===== config.mk =====
export PLATFORM = sky130hd
export DESIGN_NAME = shader_core
export DESIGN_NICKNAME = d
export VERILOG_FILES = /design/src/rtl/shader_core_pkg.sv /design/src/rtl/shader_core_alu.sv /design/src/rtl/shader_core.sv
export SDC_FILE = /design/constraint.sdc
export NUM_CORES = 2
export LEC_CHECK = 0
export ABC_AREA = 1
export BUFFER_PORTS_ARGS = -buffer_cell sky130_fd_sc_hd__buf_4
export CORE_ASPECT_RATIO = 1.5
export CORE_MARGIN = 1.5
export CORE_UTILIZATION = 35
export CTS_CLUSTER_DIAMETER = 50
export DETAILED_ROUTE_END_ITERATION = 7
export PLACE_DENSITY = 0.55
export SETUP_SLACK_MARGIN = 0.1
export SLEW_MARGIN = 20
export SYNTH_ARGS = -nofsm -noshare
export SYNTH_HDL_FRONTEND = slang
export SYNTH_SLANG_ARGS = --single-unit

===== constraint.sdc =====
create_clock -name clock -period 9.9 [get_ports clock]
set_input_delay 0.495 -clock clock [delete_from_list [all_inputs] [get_ports clock]]
set_output_delay 0.495 -clock clock [all_outputs]
set_load 0.05 [all_outputs]

===== src/rtl/shader_core_pkg.sv =====
// rtl/shader_core_pkg.sv - shared opcodes, ALU funct3 codes, FSM states and fixed encodings
package shader_core_pkg;

  localparam logic [6:0] OPC_OP     = 7'b0110011;
  localparam logic [6:0] OPC_OP_IMM = 7'b0010011;
  localparam logic [6:0] OPC_LOAD   = 7'b0000011;
  localparam logic [6:0] OPC_STORE  = 7'b0100011;
  localparam logic [6:0] OPC_BRANCH = 7'b1100011;
  localparam logic [6:0] OPC_JAL    = 7'b1101111;
  localparam logic [6:0] OPC_JALR   = 7'b1100111;
  localparam logic [6:0] OPC_LUI    = 7'b0110111;
  localparam logic [6:0] OPC_AUIPC  = 7'b0010111;
  localparam logic [6:0] OPC_SYSTEM = 7'b1110011;

  localparam logic [2:0] F3_ADD  = 3'b000;
  localparam logic [2:0] F3_SLL  = 3'b001;
  localparam logic [2:0] F3_SLT  = 3'b010;
  localparam logic [2:0] F3_SLTU = 3'b011;
  localparam logic [2:0] F3_XOR  = 3'b100;
  localparam logic [2:0] F3_SR   = 3'b101;
  localparam logic [2:0] F3_OR   = 3'b110;
  localparam logic [2:0] F3_AND  = 3'b111;
  localparam logic [2:0] F3_WORD = 3'b010;

  localparam logic [6:0] F7_BASE = 7'b0000000;
  localparam logic [6:0] F7_ALT  = 7'b0100000;

  localparam logic [31:0] NOP_INSTR    = 32'h0000_0013;
  localparam logic [31:0] ECALL_INSTR  = 32'h0000_0073;
  localparam logic [31:0] EBREAK_INSTR = 32'h0010_0073;

  typedef enum logic [2:0] {
    ST_FETCH,
    ST_DECODE,
    ST_EXECUTE,
    ST_LOAD_WAIT,
    ST_HALT
  } state_t;

endpackage


===== src/rtl/shader_core_alu.sv =====
// rtl/shader_core_alu.sv - combinational RV32I ALU with compare flags for branches
module integer_alu
  import shader_core_pkg::*;
(
  input  logic [31:0] a,
  input  logic [31:0] b,
  input  logic [2:0]  funct3,
  input  logic        alt,
  output logic [31:0] result,
  output logic        eq,
  output logic        lt,
  output logic        ltu
);

  assign eq  = (a == b);
  assign lt  = ($signed(a) < $signed(b));
  assign ltu = (a < b);

  always_comb begin
    result = '0;
    case (funct3)
      F3_ADD:  result = alt ? (a - b) : (a + b);
      F3_SLL:  result = a << b[4:0];
      F3_SLT:  result = {31'b0, lt};
      F3_SLTU: result = {31'b0, ltu};
      F3_XOR:  result = a ^ b;
      F3_SR:   result = alt ? 32'($signed(a) >>> b[4:0]) : (a >> b[4:0]);
      F3_OR:   result = a | b;
      F3_AND:  result = a & b;
      default: result = '0;
    endcase
  end

endmodule


===== src/rtl/shader_core.sv =====
// rtl/shader_core.sv - multicycle RV32I integer core (fetch/decode/execute/load-wait)
module shader_core
  import shader_core_pkg::*;
#(
  parameter int          ADDR_WIDTH = 16,
  parameter logic [31:0] RESET_PC   = 32'h0
) (
  input  logic                  clock,
  input  logic                  reset,
  input  logic                  run,
  output logic [ADDR_WIDTH-1:0] inst_address,
  input  logic [31:0]           inst_data,
  output logic [ADDR_WIDTH-1:0] data_address,
  output logic                  data_write,
  output logic [31:0]           data_write_data,
  input  logic [31:0]           data_read_data,
  output logic [31:0]           pc,
  output logic                  halted,
  output logic                  illegal,
  output logic [31:0]           instret
);

  state_t      r_state, w_next_state;
  logic [31:0] r_pc, r_ir, r_instret;
  logic        r_illegal;
  logic [31:0] r_regs [1:31];

  logic [6:0]  w_opcode, w_funct7;
  logic [4:0]  w_rd, w_rs1, w_rs2;
  logic [2:0]  w_funct3;
  logic [31:0] w_imm_i, w_imm_s, w_imm_b, w_imm_u, w_imm_j;
  logic [31:0] w_rs1_val, w_rs2_val;
  logic [31:0] w_alu_b, w_alu_result;
  logic [2:0]  w_alu_f3;
  logic        w_alu_alt, w_eq, w_lt, w_ltu;
  logic [31:0] w_pc_plus4, w_branch_target, w_jal_target, w_jalr_target;
  logic        w_taken, w_branch_f3_ok, w_op_f7_ok, w_imm_f7_ok;

  logic [31:0] w_next_pc, w_rd_wdata;
  logic        w_rd_we, w_retire, w_fault, w_stop, w_store;

  assign w_opcode = r_ir[6:0];
  assign w_rd     = r_ir[11:7];
  assign w_funct3 = r_ir[14:12];
  assign w_rs1    = r_ir[19:15];
  assign w_rs2    = r_ir[24:20];
  assign w_funct7 = r_ir[31:25];

  assign w_imm_i = {{20{r_ir[31]}}, r_ir[31:20]};
  assign w_imm_s = {{20{r_ir[31]}}, r_ir[31:25], r_ir[11:7]};
  assign w_imm_b = {{19{r_ir[31]}}, r_ir[31], r_ir[7], r_ir[30:25], r_ir[11:8], 1'b0};
  assign w_imm_u = {r_ir[31:12], 12'b0};
  assign w_imm_j = {{11{r_ir[31]}}, r_ir[31], r_ir[19:12], r_ir[20], r_ir[30:21], 1'b0};

  assign w_rs1_val = (w_rs1 == 5'd0) ? 32'd0 : r_regs[w_rs1];
  assign w_rs2_val = (w_rs2 == 5'd0) ? 32'd0 : r_regs[w_rs2];

  // The ALU also forms rs1+imm for loads, stores and JALR, so one adder serves all.
  always_comb begin
    w_alu_b   = w_imm_i;
    w_alu_f3  = F3_ADD;
    w_alu_alt = 1'b0;
    if (w_opcode == OPC_OP || w_opcode == OPC_BRANCH) w_alu_b = w_rs2_val;
    else if (w_opcode == OPC_STORE)                   w_alu_b = w_imm_s;
    if (w_opcode == OPC_OP || w_opcode == OPC_OP_IMM) w_alu_f3 = w_funct3;
    if (w_opcode == OPC_OP || (w_opcode == OPC_OP_IMM && w_funct3 == F3_SR))
      w_alu_alt = r_ir[30];
  end

  integer_alu u_alu (
    .a      (w_rs1_val),
    .b      (w_alu_b),
    .funct3 (w_alu_f3),
    .alt    (w_alu_alt),
    .result (w_alu_result),
    .eq     (w_eq),
    .lt     (w_lt),
    .ltu    (w_ltu)
  );

  assign w_pc_plus4      = r_pc + 32'd4;
  assign w_branch_target = r_pc + w_imm_b;
  assign w_jal_target    = r_pc + w_imm_j;
  assign w_jalr_target   = {w_alu_result[31:1], 1'b0};

  assign w_op_f7_ok  = (w_funct7 == F7_BASE) ||
                       (w_funct7 == F7_ALT && (w_funct3 == F3_ADD || w_funct3 == F3_SR));
  assign w_imm_f7_ok = (w_funct3 == F3_SLL) ? (w_funct7 == F7_BASE) :
                       (w_funct3 == F3_SR)  ? (w_funct7 == F7_BASE || w_funct7 == F7_ALT) :
                       1'b1;

  always_comb begin
    w_taken        = 1'b0;
    w_branch_f3_ok = 1'b1;
    case (w_funct3)
      3'b000:  w_taken = w_eq;
      3'b001:  w_taken = !w_eq;
      3'b100:  w_taken = w_lt;
      3'b101:  w_taken = !w_lt;
      3'b110:  w_taken = w_ltu;
      3'b111:  w_taken = !w_ltu;
      default: w_branch_f3_ok = 1'b0;
    endcase
  end

  always_comb begin
    w_next_state = r_state;
    w_next_pc    = r_pc;
    w_rd_we      = 1'b0;
    w_rd_wdata   = w_alu_result;
    w_retire     = 1'b0;
    w_fault      = 1'b0;
    w_stop       = 1'b0;
    w_store      = 1'b0;
    case (r_state)
      ST_FETCH:  if (run) w_next_state = ST_DECODE;
      ST_DECODE: w_next_state = ST_EXECUTE;
      ST_EXECUTE: begin
        w_next_state = ST_FETCH;
        w_next_pc    = w_pc_plus4;
        w_retire     = 1'b1;
        case (w_opcode)
          OPC_OP: begin
            w_rd_we = w_op_f7_ok;
            w_fault = !w_op_f7_ok;
          end
          OPC_OP_IMM: begin
            w_rd_we = w_imm_f7_ok;
            w_fault = !w_imm_f7_ok;
          end
          OPC_LUI: begin
            w_rd_we    = 1'b1;
            w_rd_wdata = w_imm_u;
          end
          OPC_AUIPC: begin
            w_rd_we    = 1'b1;
            w_rd_wdata = r_pc + w_imm_u;
          end
          OPC_JAL: begin
            w_rd_we    = 1'b1;
            w_rd_wdata = w_pc_plus4;
            w_next_pc  = w_jal_target;
            w_fault    = (w_jal_target[1:0] != 2'b00);
          end
          OPC_JALR: begin
            w_rd_we    = 1'b1;
            w_rd_wdata = w_pc_plus4;
            w_next_pc  = w_jalr_target;
            w_fault    = (w_funct3 != 3'b000) || (w_jalr_target[1:0] != 2'b00);
          end
          OPC_BRANCH: begin
            if (w_taken) w_next_pc = w_branch_target;
            w_fault = !w_branch_f3_ok || (w_taken && w_branch_target[1:0] != 2'b00);
          end
          OPC_STORE: begin
            w_fault = (w_funct3 != F3_WORD) || (w_alu_result[1:0] != 2'b00);
            w_store = !w_fault;
          end
          OPC_LOAD: begin
            w_fault      = (w_funct3 != F3_WORD) || (w_alu_result[1:0] != 2'b00);
            w_next_state = ST_LOAD_WAIT;
            w_next_pc    = r_pc;
            w_retire     = 1'b0;
          end
          OPC_SYSTEM: begin
            w_stop  = 1'b1;
            w_fault = (r_ir != ECALL_INSTR) && (r_ir != EBREAK_INSTR);
          end
          default: w_fault = 1'b1;
        endcase
        // Halting leaves pc pointing at the offending instruction and commits nothing.
        if (w_fault || w_stop) begin
          w_next_state = ST_HALT;
          w_next_pc    = r_pc;
          w_rd_we      = 1'b0;
          w_retire     = 1'b0;
          w_store      = 1'b0;
        end
      end
      ST_LOAD_WAIT: begin
        w_next_state = ST_FETCH;
        w_next_pc    = w_pc_plus4;
        w_rd_we      = 1'b1;
        w_rd_wdata   = data_read_data;
        w_retire     = 1'b1;
      end
      ST_HALT:  w_next_state = ST_HALT;
      default:  w_next_state = ST_FETCH;
    endcase
  end

  always_ff @(posedge clock or posedge reset) begin
    if (reset) r_state <= ST_FETCH;
    else       r_state <= w_next_state;
  end

  always_ff @(posedge clock or posedge reset) begin
    if (reset) begin
      r_pc      <= RESET_PC;
      r_ir      <= NOP_INSTR;
      r_instret <= 32'd0;
      r_illegal <= 1'b0;
    end else begin
      r_pc <= w_next_pc;
      if (r_state == ST_DECODE) r_ir <= inst_data;
      if (w_retire) r_instret <= r_instret + 32'd1;
      if (w_fault)  r_illegal <= 1'b1;
    end
  end

  always_ff @(posedge clock) begin
    if (w_rd_we && w_rd != 5'd0) r_regs[w_rd] <= w_rd_wdata;
  end

  assign inst_address    = r_pc[ADDR_WIDTH-1:0];
  assign data_address    = {w_alu_result[ADDR_WIDTH-1:2], 2'b00};
  assign data_write      = w_store;
  assign data_write_data = w_rs2_val;
  assign pc              = r_pc;
  assign halted          = (r_state == ST_HALT);
  assign illegal         = r_illegal;
  assign instret         = r_instret;

endmodule


==> reports/metrics.cfg <==
[floorplanning]
die_area_sq_um = 199000
coreArea_sq_um = 194000
start_util = 0.353
io_pins = 198
rows = 198
fp.dieH_microns = 545
die_w_microns = 364

[clocking]
clock_latency_ns = 0.79
cts_buffer_depth = 3
clk_pin_slew_worst_paths_ns = 0.06
cts_resized = 0
hold_buffers = 17
cts_buffers = 117
numClockSinks = 1091
cts_root_buf = clkbuf_16
post-cts-setup-buffers = 0
htree_levels = 3
cts_tree = done

[sta]
tightestPinTransition_ns = 1.23
setup_viol = 0
fin_crit_ns = 8.35
fin_crit_sh = 0.844
slew_headroom = 0.175
setup-tns-final_ns = 0
slew_viol_final = 0
fin_worst_skew_ns = 0.0837
fmax_mhz = 120
hold_viol_final = 0
grt_setup_unrepaired = false

[global_route]
grt_max_degree = 140
grt_pass1_wl_microns = 473000
met2_usage = 0.547
first_global_vias = 62700
grt_use_met1 = 0.382
grt_use_met3 = 0.0568
antenna_found_initial = 10
track_usage = 0.332
grt-busiest-layer = met2
overflow = 0

[detailed_routing]
firstDrtPassIters = 7
via_count = 66200
wl_per_cell_microns = 30.3
postRouteAntennaNets = 0
routed_wl_microns = 340000
drtIter0Drc = 8583
vias_per_cell = 5.91
drc = 0

[finish]
final_common_cell = nand2_1
utilization = 0.399
regArea_sq_um = 32300
drive_above_1_share = 0.0990
nets = 8712
areaGrowthSynthToFinish_pct = 13.2
stdcell_area_sq_um = 77600
n_fill_cell = 19800
most-common-layout-cells = 1,870 x nand2_1, 992 x edfxtp_1, 855 x o21ai_0
multiInputGateArea_sq_um = 30800

[logic_synthesis]
synth_edf_count = 992
syn-mean-instance-area_sq_um = 8.13
synth_flop_cell = edfxtp_1
yosys.cell_types.count = 73
synthCells = 8438
synth_seq_cells = 1091
synth_sequential_area_ratio = 0.470
synth-async-reset-ratio = 0.0907
synth_warnings = 0
synth_area_sq_um = 68600

[job]
drv_cap = 0

[placement]
dp_hpwl_microns = 244000
routabilityCongestion = 1.05
place_area_sq_um = 73500
io_buffers = 193

[critical_path]
slowest_delay_ns = 0.94
worstPathMaxFanout = 42
critical_path.top_delay_family = simple AND/OR/NAND/NOR gates
cp-end-kind = flop
critPathSlowestCell = o21ai_0
crit_type = flop to flop
cp_num_buf_inv = 8
cp_data_arrival_time_ns = 8.76
path_common_cell = nand2_1
critPathLaunchType = flop
cp.required_ns = 10.30

[status]
outcome = finished, final reports clean

[hold_path]
hold_path.class = input pin to flop

## final timing paths
path                               start        endpoint  slack [ns]  cells past startpoint
min in group asynchronous          reset     instret[24]        0.43                      3
hold / removal             inst_data[31]        r_ir[31]        0.04                      3
max in group asynchronous          reset          pc[29]        8.06                      4
hold reg to reg                 r_ir[29]        r_ir[29]        0.52                      1
setup reg to reg                r_ir[16]  r_regs[31][30]        1.55                     34
setup / recovery                r_ir[16]  r_regs[31][30]        1.55                     34
## state kept, by name, indices dropped and copies added, names as in the netlist
signal   count
r_state      3
instret     32
illegal      1
r_regs     992
pc          31
r_ir        32
## cells in the mapped netlist, types with 39 or more instances
library cell	count	area, sq um
a221oi_1	62	543
buf_2	181	906
dfrtp_1	96	2400
ha_1	153	1910
nand3_1	615	3080
edfxtp_1	992	29800
nand2_1	1872	7030
buf_4	51	383
nor2_1	754	2830
a21oi_1	654	3270
o221ai_1	97	850
clkbuf_1	247	927
buf_1	39	146
o211ai_1	271	2030
inv_1	816	3060
a22oi_1	67	503
nor3_1	51	255
o21ai_0	864	4320
xor2_1	66	578
o21ai_1	46	230
## per-layer routing
metal / up-vias / routed length, microns
met5: - / 91
met4: 12 / 30400
met3: 944 / 27900
met2: 3855 / 160000
met1: 32100 / 121000
li1: 29300 / -
## cell families (layout without fill, tap and decap cells)
group                      after synthesis  in the layout  share of synthesized area
AOI/OAI and AO/OA                     2252           2252                      0.193
xor gates and xnor gates                82             82                     0.0105
adders and majority gates              158            158                     0.0294
buffers and inverters                 1392           1541                     0.0857
DFF                                   1091           1091                      0.470
muxes                                    8              8                    0.00128
other                                    1              8                  0.0000547
and+or+nand+nor                       3454           3454                      0.210
## worst reg2reg max path, delay by kind of cell (launching register included)
family / cells / cell delay, ns
AND/OR/NAND/NOR: 17 / 3.49
AO/OA/AOI/OAI: 8 / 1.94
buffers and inverters: 8 / 1.67
flip-flops: 1 / 0.51
adder cells (fa/ha/maj): 1 / 0.31
## stage by stage
step           hold slack, ns  worst slack (ns)  instances
2_1_floorplan           0.492              2.02       8441
3_3_place_gp            0.501              1.87      11000
3_5_place_dp            0.503              1.86      11000
4_1_cts               0.00309              1.77      11200
5_1_grt                0.0389              1.26      11200
6_report               0.0372              1.55      11200
## final cells by class
type,instances,area share
timing repair buffer,472,0.0525
inverter,847,0.0414
antenna,4,0.000129
tap,2600,0.0419
sequential,1091,0.416
clock inverter,80,0.0110
multi-input combinational,5958,0.397
clock buffer,142,0.0399
Power is not shown: default switching activity piles up to over one toggle a cycle in this logic, so the estimate is an artifact.
